### config.mk
export PLATFORM = sky130hd
export DESIGN_NAME = cacheline_adaptor
export DESIGN_NICKNAME = d
export VERILOG_FILES = /design/src/rtl/cacheline_adaptor_pkg.sv /design/src/rtl/cacheline_adaptor.sv
export SDC_FILE = /design/constraint.sdc
export NUM_CORES = 1
export LEC_CHECK = 0
export CORE_AREA = 2 2 277 279
export DETAILED_ROUTE_END_ITERATION = 7
export DIE_AREA = 0 0 279 281
export DONT_BUFFER_PORTS = 1
export HOLD_SLACK_MARGIN = 0.08
export MAX_ROUTING_LAYER = met4
export PLACE_DENSITY_LB_ADDON = 0.2
export SLEW_MARGIN = 0
export SYNTH_ARGS = -nofsm -noshare
export SYNTH_HDL_FRONTEND = slang
export SYNTH_SLANG_ARGS = --single-unit
### constraint.sdc
create_clock -name clk -period 2.95 [get_ports clk]
set_input_delay 0.4425 -clock clk [delete_from_list [all_inputs] [get_ports clk]]
set_output_delay 0.4425 -clock clk [all_outputs]
set_load 0.005 [all_outputs]
### src/rtl/cacheline_adaptor_pkg.sv
// cacheline_adaptor_itf: shared state encoding and default geometry for the line-to-burst adaptor.
package cacheline_adaptor_itf;
  localparam int line_bits   = 256;
  localparam int burst_bits  = 64;
  localparam int offset_bits = 5;
  localparam int num_beats   = line_bits / burst_bits;
  localparam int cnt_bits    = (num_beats > 1) ? $clog2(num_beats) : 1;
  typedef enum logic [1:0] {IDLE, RD_BURST, WR_BURST, DONE} adaptor_state_t;
endpackage

### src/rtl/cacheline_adaptor.sv
// cacheline_adaptor: turns one whole-line cache read/write into a multi-beat burst on the memory port.
module cacheline_adaptor
  import cacheline_adaptor_itf::*;
#(
  parameter int s_line   = line_bits,
  parameter int s_burst  = burst_bits,
  parameter int s_offset = offset_bits
) (
  input  logic              clk,
  input  logic              rst,
  input  logic [s_line-1:0] line_i,
  output logic [s_line-1:0] line_o,
  input  logic [31:0]       address_i,
  input  logic              read_i,
  input  logic              write_i,
  output logic              resp_o,
  input  logic [s_burst-1:0] burst_i,
  output logic [s_burst-1:0] burst_o,
  output logic [31:0]       address_o,
  output logic              read_o,
  output logic              write_o,
  input  logic              resp_i
);
  localparam int nb = s_line / s_burst;
  localparam int cw = (nb > 1) ? $clog2(nb) : 1;
  adaptor_state_t r_state, w_next;
  logic [cw-1:0]     r_cnt;
  logic [31:0]       r_addr;
  logic [s_line-1:0] r_wbuf, r_line;
  logic              w_last, w_accept, w_beat;
  assign w_last   = r_cnt == cw'(nb - 1);
  assign w_accept = r_state == IDLE && (read_i || write_i);
  assign w_beat   = (r_state == RD_BURST || r_state == WR_BURST) && resp_i;
  always_ff @(posedge clk) begin
    if (!rst) r_state <= IDLE;
    else      r_state <= w_next;
  end
  // read has priority over write when both arrive in the same IDLE cycle
  always_comb begin
    w_next = r_state == IDLE ? (read_i ? RD_BURST : write_i ? WR_BURST : IDLE)
           : r_state == DONE ? IDLE
           : (resp_i && w_last) ? DONE : r_state;
  end
  always_comb begin
    read_o    = r_state == RD_BURST;
    write_o   = r_state == WR_BURST;
    resp_o    = r_state == DONE;
    address_o = r_addr;
    burst_o   = r_wbuf[int'(r_cnt)*s_burst +: s_burst];
    line_o    = r_line;
  end
  // the counter wraps to zero on the final beat, so leaving a burst needs no extra clear
  always_ff @(posedge clk) begin
    if (!rst) begin
      r_cnt  <= '0;
      r_addr <= '0;
      r_wbuf <= '0;
      r_line <= '0;
    end else if (w_accept) begin
      r_cnt  <= '0;
      r_addr <= address_i & ~((32'd1 << s_offset) - 32'd1);
      if (!read_i) r_wbuf <= line_i;
    end else if (w_beat) begin
      r_cnt <= r_cnt + cw'(1);
      if (r_state == RD_BURST) r_line[int'(r_cnt)*s_burst +: s_burst] <= burst_i;
    end
  end
endmodule
* After elaboration in Yosys (flattened, before gate mapping) *
Index checks and enable logic that the tools add are counted.

operators by class
  add/subtract/negate cells = 2
  multipliers = 0
  div/mod/pow operators = 0
  magnitude comparators = 0
  equal/unequal tests = 4
  shift-type cells = 3
  multiplexer cells = 6
  bitwise logic cells = 3
  reduce and logical (&&, ||, !) cells = 10

operators with widths
  operator                     count
  $bwmux W256                  1
  $shift A64 B33 Y256 const A  1
  $shiftx A256 B9 Y64          1
  $shiftx A64 B33 Y256         1
  $neg A8 Y33                  1
  $mux W2                      5
  $eq A2 B2 Y1 const B         3
  $logic_and A1 B1 Y1          3
  $not A1 Y1                   3
  $reduce_and A3 Y1            1
  $reduce_bool A3 Y1           1
  $add A2 B1 Y2 const B        1
  $eq A2 B1 Y1 const B         1
  $logic_not A2 Y1             1
  $logic_or A1 B1 Y1           2
  $reduce_and A2 Y1            1
  $reduce_or A2 Y1             1

word-level totals
  register bits = 543
  latch bits = 0
  bits in writable memories = 0
  ROM bits = 0
  input bits = 357
  word-level logic and storage cells = 33
  memories = 0

* Depth between registers and ports, before layout *
Gate-level depths: netlist of run 1.

  depth in word-level cells = 5
  depth in mapped cells = 10

* Worst setup path after synthesis of run 1 *
Ideal clock, no wire load.

  path kind = register to register
  start = register r_cnt[1]
  end = register r_line[109] (netlist: line_o[109])
  data arrival time = 2.158 ns
  data required time = 2.880 ns
  slack = 0.722 ns
  stages on the path, launching flop included = 10
  clock period less this slack = 2.228 ns
  path through = dfxtp_1 -> buf_2 -> buf_1 -> inv_1 -> ha_1 -> and3b_1 -> clkbuf_1 -> buf_2 -> nand3_1 -> a21oi_1

on the way
  longest elaborated chain between the ends = 3

RTL lines
  what                                                         line                     RTL
  start, declared                                              cacheline_adaptor.sv:27  logic [cw-1:0] r_cnt;
  start signal, assigned                                       cacheline_adaptor.sv:64  r_cnt <= r_cnt + cw'(1);
  $neg A8 Y33 *                                                cacheline_adaptor.sv:65  if (r_state == RD_BURST) r_line[int'(r_cnt)*s_burst +: s_burst] <= burst_i;
  $shiftx A64 B33 Y256 or $shift A64 B33 Y256 (tied branches)  cacheline_adaptor.sv:65
  $bwmux W256 *                                                cacheline_adaptor.sv:65
  end signal, assigned by index                                cacheline_adaptor.sv:65
  end, declared                                                cacheline_adaptor.sv:29  logic [s_line-1:0] r_wbuf, r_line;

Mark *: on every way between the ends. The rest lies on a longest branch, timed or not.
A chain may end at the register's enable or synchronous reset.

* Worst setup path in the final report of run 1 *
  start = register r_state[1]
  end = register r_line[81] (netlist: line_o[81])

on the way
  longest elaborated chain between the ends = 4

RTL lines
  what                                                       line                                              RTL
  start, declared                                            cacheline_adaptor.sv:26                           adaptor_state_t r_state, w_next;
  start signal, assigned                                     cacheline_adaptor.sv:36                           else r_state <= w_next;
  $eq A2 B1 Y1 (tied with other cells)                       cacheline_adaptor.sv:33, cacheline_adaptor.sv:65
  $logic_or A1 B1 Y1 or $logic_and A1 B1 Y1 (tied branches)  cacheline_adaptor.sv:33, cacheline_adaptor.sv:32
  $logic_and A1 B1 Y1 or $not A1 Y1 (tied branches)          -
  $reduce_and A3 Y1 (no source line) *                       -

Marked as above.

==> results.sh, run 1 <==
export IMPL_synth_cells=2317
export IMPL_cts_sinks=543
export IMPL_drive_gt1_frac=0.08027
export IMPL_met2_usage=0.3199
export IMPL_yosys_warnings=0
export IMPL_routed_wl_mm=78.38
export IMPL_switchingPower_mw=5.062
export IMPL_vias=18100
export IMPL_pwr_share_clk=0.401
export IMPL_cts_root_buf="clkbuf_16"
export IMPL_cap_violations=0
export IMPL_ant_nets=0
export IMPL_crit_path_end_kind="register"
export IMPL_vdd_drop_max_mv=0.4247
export IMPL_overflow=0
export IMPL_fin_crit_ns=2.844
export IMPL_min_path_type="in2reg"
export IMPL_p_int_mw=13.29
export IMPL_first_iter_violations=1273
export IMPL_fp_row_count=101
export IMPL_cp_required_ns=3.44
export IMPL_gr_max_usage_layer="met2"
export IMPL_slew_headroom=0.3825
export IMPL_fmax_mhz=351.6
export IMPL_use_met1=0.2216
export IMPL_initial_core_util=0.2677
export IMPL_core_sq_um=75440
export IMPL_fin_area_sq_um=26880
export IMPL_sw_frac_of_total=0.2759
export IMPL_drc_errors=0
export IMPL_finalHoldViolations=0
export IMPL_startpoint_type="register"
export IMPL_synth_edf_count=0
export IMPL_finalCritPeriodShare=0.9640
export IMPL_power_frac_comb=0.153
export IMPL_antenna_found_initial=12
export IMPL_yosysSeqAreaShare=0.5382
export IMPL_crit_type="reg2reg"
export IMPL_via_per_inst=4.988
export IMPL_power_leakage_nw=9.329
export IMPL_die_area_sq_um=78400
export IMPL_clk_latency_ns=0.61
export IMPL_cp_max_fo=64
export IMPL_grt_pass1_vias=17870
export IMPL_crit_arrival_ns=3.33
export IMPL_clk_pin_slew_ns=0.06
export IMPL_worst_pin_slew_ns=0.9263
export IMPL_pwr_density_cell_nw_per_um2=682.6
export IMPL_postPlaceCellArea_sq_um=21040
export IMPL_ys_ff_latch=543
export IMPL_final_nets=2961
export IMPL_post_cts_buffers=0
export IMPL_grt_start_max_net_pins=167
export IMPL_finalSetupViolations=0
export IMPL_portBuffers=0
export IMPL_clk_path_buf_depth=3
export IMPL_post_drt_wl_per_cell_um=21.60
export IMPL_run_status="complete, no violations"
export IMPL_fin_util=0.3563
export IMPL_syn2layout_area_growth_pct=33.07
export IMPL_whs_ns=0.1191
export IMPL_first_pass_iters=5
export IMPL_place_congestion=0.8546
export IMPL_ys_async_sr_fraction=0
export IMPL_cts_max_level=2
export IMPL_seq_power_share=0.446
export IMPL_final_critical_path_setup_slack_ns=0.1062
export IMPL_grt_pass1_wl_mm=114.1
export IMPL_fin_setup_tns_ns=0
export IMPL_ios=712
export IMPL_cts_tree="built"
export IMPL_die_h_um=281
export IMPL_place_hpwl_mm=51.39
export IMPL_syn_avg_cell_area_sq_um=8.718
export IMPL_synth_area_sq_um=20200
export IMPL_grt_util_met3=0.06784
export IMPL_synth_ff_type="dfxtp_1"
export IMPL_die_x_um=279
export IMPL_dp_slack_ns=0.4037
export IMPL_maxSlewViolCount=0
export IMPL_cts_buffers_inserted=59
export IMPL_rsz0062_at_grt="no"
export IMPL_finClkSkew_ns=0.01456
export IMPL_grt_util_all_layers=0.1950
export IMPL_yosysUniqueCellTypes=30
repair_timing:
action                                 4_1_cts  5_1_grt
gates resized for setup                      0        4
endpoints found under the hold margin      506        0
setup endpoints to repair                    0       10
hold buffers                               382        0
worst paths after layout:
kind	end	start	depth (start not counted)	slack (ns)
worst max register to register	line_o[81]	r_state[1]	8	0.11
worst min register to register	r_wbuf[190]	r_wbuf[190]	2	0.45
worst min-delay path	line_o[246]	burst_i[54]	2	0.12
worst max-delay path	line_o[81]	r_state[1]	8	0.11
power groups by stage:
stage	Sequential, mW	Combinational (mW)	Clock [mW]
2_1_floorplan	8.19	1.79	0
3_3_place_gp	8.31	2.26	0
3_5_place_dp	8.33	2.32	0
4_1_cts	8.17	2.82	7.53
5_1_grt	8.23	3.11	7.82
6_report	8.18	2.82	7.35
cells in the final DEF, fill, tap and decap left out, types with 4 or more instances in the layout:
cell type / count
conb_1: 5
dlygate4sd3_1: 380
buf_4: 20
ha_1: 8
nor2_1: 6
nand4_1: 4
o21ai_0: 98
a21oi_1: 251
a21boi_0: 65
nand3_1: 129
dfxtp_1: 540
nand2_1: 791
inv_1: 4
mux4_2: 64
clkinv_2: 14
clkbuf_16: 61
clkbuf_1: 12
diode_2: 10
buf_12: 17
clkbuf_8: 17
o22ai_1: 128
final cells by class:
cell class,count,area (sq um)
fill,7698,48570
sequential,543,10880
multi-input combinational,1567,8461
timing repair buffer,418,4322
clock buffer,90,1805
tap,978,1224
clock inverter,18,136.4
inverter,5,26.28
antenna,10,25.02
layer usage:
metal	part of all wire	routed length, um
met5	0	0
met4	0.031	2416
met3	0.098	7713
met2	0.48	37760
met1	0.39	30490
state kept, by name, summed over array words and instances, names as in the netlist:
register,cells
line_o,256
r_cnt,2
r_wbuf,256
address_o,27
r_state,2
Yosys cell counts (6+ instances only):
library cell / instances / area share
buf_2: 52 / 0.013
o21ai_0: 98 / 0.024
a21boi_0: 65 / 0.024
o22ai_1: 128 / 0.040
nand3_1: 129 / 0.032
mux4_2: 64 / 0.071
buf_4: 12 / 0.0045
ha_1: 10 / 0.0062
dfxtp_1: 543 / 0.54
clkbuf_1: 126 / 0.023
nor2_1: 6 / 0.0011
a21oi_1: 251 / 0.062
nand2_1: 791 / 0.15
buf_1: 14 / 0.0026
through the flow:
step,power [mW],instances
5_1_grt,19.16,3629
4_1_cts,18.52,3619
6_report,18.35,3629
2_1_floorplan,9.983,2321
3_3_place_gp,10.56,3129
3_5_place_dp,10.64,3129
worst max-delay path: stages (launching register included):
cell	delay [ns]
dfxtp_1	0.38
inv_1	0.12
ha_4	0.33
nand4_1	0.14
buf_12	0.21
nand3_1	0.18
dlygate4sd3_1	0.55
o21ai_0	0.09
dlygate4sd3_1	0.61
cells by family (layout without fill, tap and decap cells):
group                      count (synthesis)  count (layout)  synth area share
AOI/OAI and AO/OA                        547             547            0.1520
DFF                                      543             543            0.5382
muxes                                     64              64           0.07136
buffers and inverters                    211             531           0.04540
adders and majority gates                 10              10          0.006194
xor gates and xnor gates                   1               1         0.0004337
and+or+nand+nor                          940             940            0.1863
other                                      1              15         0.0001856
Power figures use the tool's default switching activity.
==> inputs of run 2 (changes only) <==
--- a/config.mk
+++ b/config.mk
@@ -5,11 +5,12 @@
 export SDC_FILE = /design/constraint.sdc
 export NUM_CORES = 1
 export LEC_CHECK = 0
-export CORE_AREA = 2 2 277 279
+export CORE_AREA = 4 4 279 281
+export CTS_CLUSTER_DIAMETER = 150
 export DETAILED_ROUTE_END_ITERATION = 7
-export DIE_AREA = 0 0 279 281
+export DIE_AREA = 0 0 283 285
 export DONT_BUFFER_PORTS = 1
-export HOLD_SLACK_MARGIN = 0.08
+export HOLD_SLACK_MARGIN = 0.05
 export MAX_ROUTING_LAYER = met4
 export PLACE_DENSITY_LB_ADDON = 0.2
 export SLEW_MARGIN = 0
==> run 2 against run 1 <==
Compared with the run above:
- setup slack improved by 0.16 ns
- utilization fell by 0.56 points
- register-to-register slack better by 0.24 ns
- sequential cell count did not move
- maximum frequency is 6.0% higher
- sequential power barely moved
- non-clock buffer count shrank 43
- cell count down 1.2%
- largest power group unchanged
==> results.sh, run 2 (synthesis results as in run 1) <==
export IMPL_cpPeakStageDelay_ns=0.66
export IMPL_grt_pass1_vias=18150
export IMPL_crit_type="reg2out"
export IMPL_post_drt_wl_per_cell_um=22.69
export IMPL_dp_slack_ns=0.7223
export IMPL_fin_crit_ns=2.683
export IMPL_path_cells="buf_12 -> mux4_2"
export IMPL_final_cells=3584
export IMPL_cp_required_ns=2.51
export IMPL_vdd_drop_max_mv=0.4186
export IMPL_place_inst=3127
export IMPL_drive_gt1_frac=0.07633
export IMPL_use_met1=0.2264
export IMPL_cts_resized=0
export IMPL_routed_wl_mm=81.33
export IMPL_core_sq_um=75440
export IMPL_worst_pin_slew_ns=0.9452
export IMPL_rrSetupSlack_ns=0.35
export IMPL_layout_common_cells="nand2_1, dfxtp_1, dlygate4sd3_1"
export IMPL_rsz0062_at_grt="no"
export IMPL_cp_endpoint="burst_o[8]"
export IMPL_run_status="complete, no violations"
export IMPL_die_h_um=285
export IMPL_grt_start_max_net_pins=217
export IMPL_syn2layout_area_growth_pct=30.97
export IMPL_vias=17930
export IMPL_cts_buffers_inserted=58
export IMPL_grt_pass1_wl_mm=119.9
export IMPL_worst_r2r_endpoint="r_wbuf[233]"
export IMPL_cp_max_fo=64
export IMPL_clk_latency_ns=0.62
export IMPL_finClkSkew_ns=0.02057
export IMPL_final_nets=2917
export IMPL_finalHoldViolations=0
export IMPL_first_pass_iters=6
export IMPL_cts_sinks=543
export IMPL_maxSlewViolCount=0
export IMPL_pwr_density_cell_nw_per_um2=695.8
export IMPL_antenna_found_initial=9
export IMPL_via_per_inst=5.001
export IMPL_clk_pin_slew_ns=0.06
export IMPL_ant_nets=0
export IMPL_overflow=0
export IMPL_crit_arrival_ns=2.24
export IMPL_place_congestion=0.8993
export IMPL_slew_headroom=0.3678
export IMPL_final_critical_path_setup_slack_ns=0.2674
export IMPL_portBuffers=0
export IMPL_crit_path_start="r_cnt[0]"
export IMPL_cp_top_family="multiplexers"
export IMPL_met2_usage=0.3172
export IMPL_first_iter_violations=1281
export IMPL_grt_util_met3=0.07370
export IMPL_die_area_sq_um=80660
export IMPL_fp_row_count=101
export IMPL_slowest_stage="mux4_2"
export IMPL_r2r_start="r_state[0]"
export IMPL_min_path_type="in2reg"
export IMPL_drc_errors=0
export IMPL_startpoint_type="register"
export IMPL_power_leakage_nw=9.184
export IMPL_clk_path_buf_depth=3
export IMPL_critPathBufInv=1
export IMPL_fmax_mhz=372.8
export IMPL_fin_setup_tns_ns=0
export IMPL_initial_core_util=0.2677
export IMPL_grt_util_all_layers=0.1973
export IMPL_finalCritPeriodShare=0.9094
export IMPL_die_x_um=283
export IMPL_finalSetupViolations=0
export IMPL_hold_buffers=341
export IMPL_cts_tree="built"
export IMPL_cts_max_level=2
export IMPL_place_hpwl_mm=53.95
export IMPL_gr_max_usage_layer="met2"
export IMPL_total_power_mw=18.41
export IMPL_ff2ff_path_depth=8
export IMPL_ios=712
export IMPL_cts_root_buf="clkbuf_16"
export IMPL_post_cts_buffers=0
export IMPL_cap_violations=0
export IMPL_crit_path_end_kind="primary output"
export IMPL_cp_depth=2
export IMPL_nFillCells=7752
export IMPL_mostFrequentLayoutCell="nand2_1"
[run 2: per-stage QoR]
step           hold slack [ns]  cell area [sq um]    util
2_1_floorplan           0.4331              20210       -
3_3_place_gp            0.4388              21060  0.2792
3_5_place_dp            0.4454              21060  0.2792
4_1_cts                0.05077              26430  0.3503
5_1_grt                0.05842              26450  0.3506
6_report               0.08447              26460  0.3507
[run 2: power by group]
group,switching [mW],internal [mW],leakage (nW)
clock network,3.04,4.38,0.949
registers,0.342,7.84,4.40
logic,1.67,1.14,3.83
[run 2: worst min-delay path by stage]
| stage | from | end | slack [ns] | cells past startpoint |
|---|---|---|---|---|
| CTS | burst_i[39] | line_o[231] | 0.05 | 2 |
| floorplan | r_wbuf[128] | r_wbuf[128] | 0.43 | 2 |
| global route | line_i[1] | r_wbuf[1] | 0.06 | 2 |
| global placement | r_wbuf[139] | r_wbuf[139] | 0.44 | 2 |
| finish | burst_i[50] | line_o[178] | 0.08 | 2 |
| detailed placement | r_wbuf[201] | r_wbuf[201] | 0.45 | 2 |
[run 2: layer usage]
| metal | vias to the layer above | routed length, um |
|---|---|---|
| li1 | 8349 | - |
| met1 | 8643 | 31840 |
| met2 | 790 | 38360 |
| met3 | 143 | 8129 |
| met4 | 0 | 2997 |
| met5 | - | 0 |
[run 2: layout make-up]
type	count	area (sq um)	area share
antenna	12	30.03	0.001135
inverter	5	26.28	0.0009932
timing repair buffer	375	3911	0.1478
multi-input combinational	1567	8454	0.3196
sequential	543	10880	0.4112
clock inverter	18	244.0	0.009222
clock buffer	86	1688	0.06380
tap	978	1224	0.04625
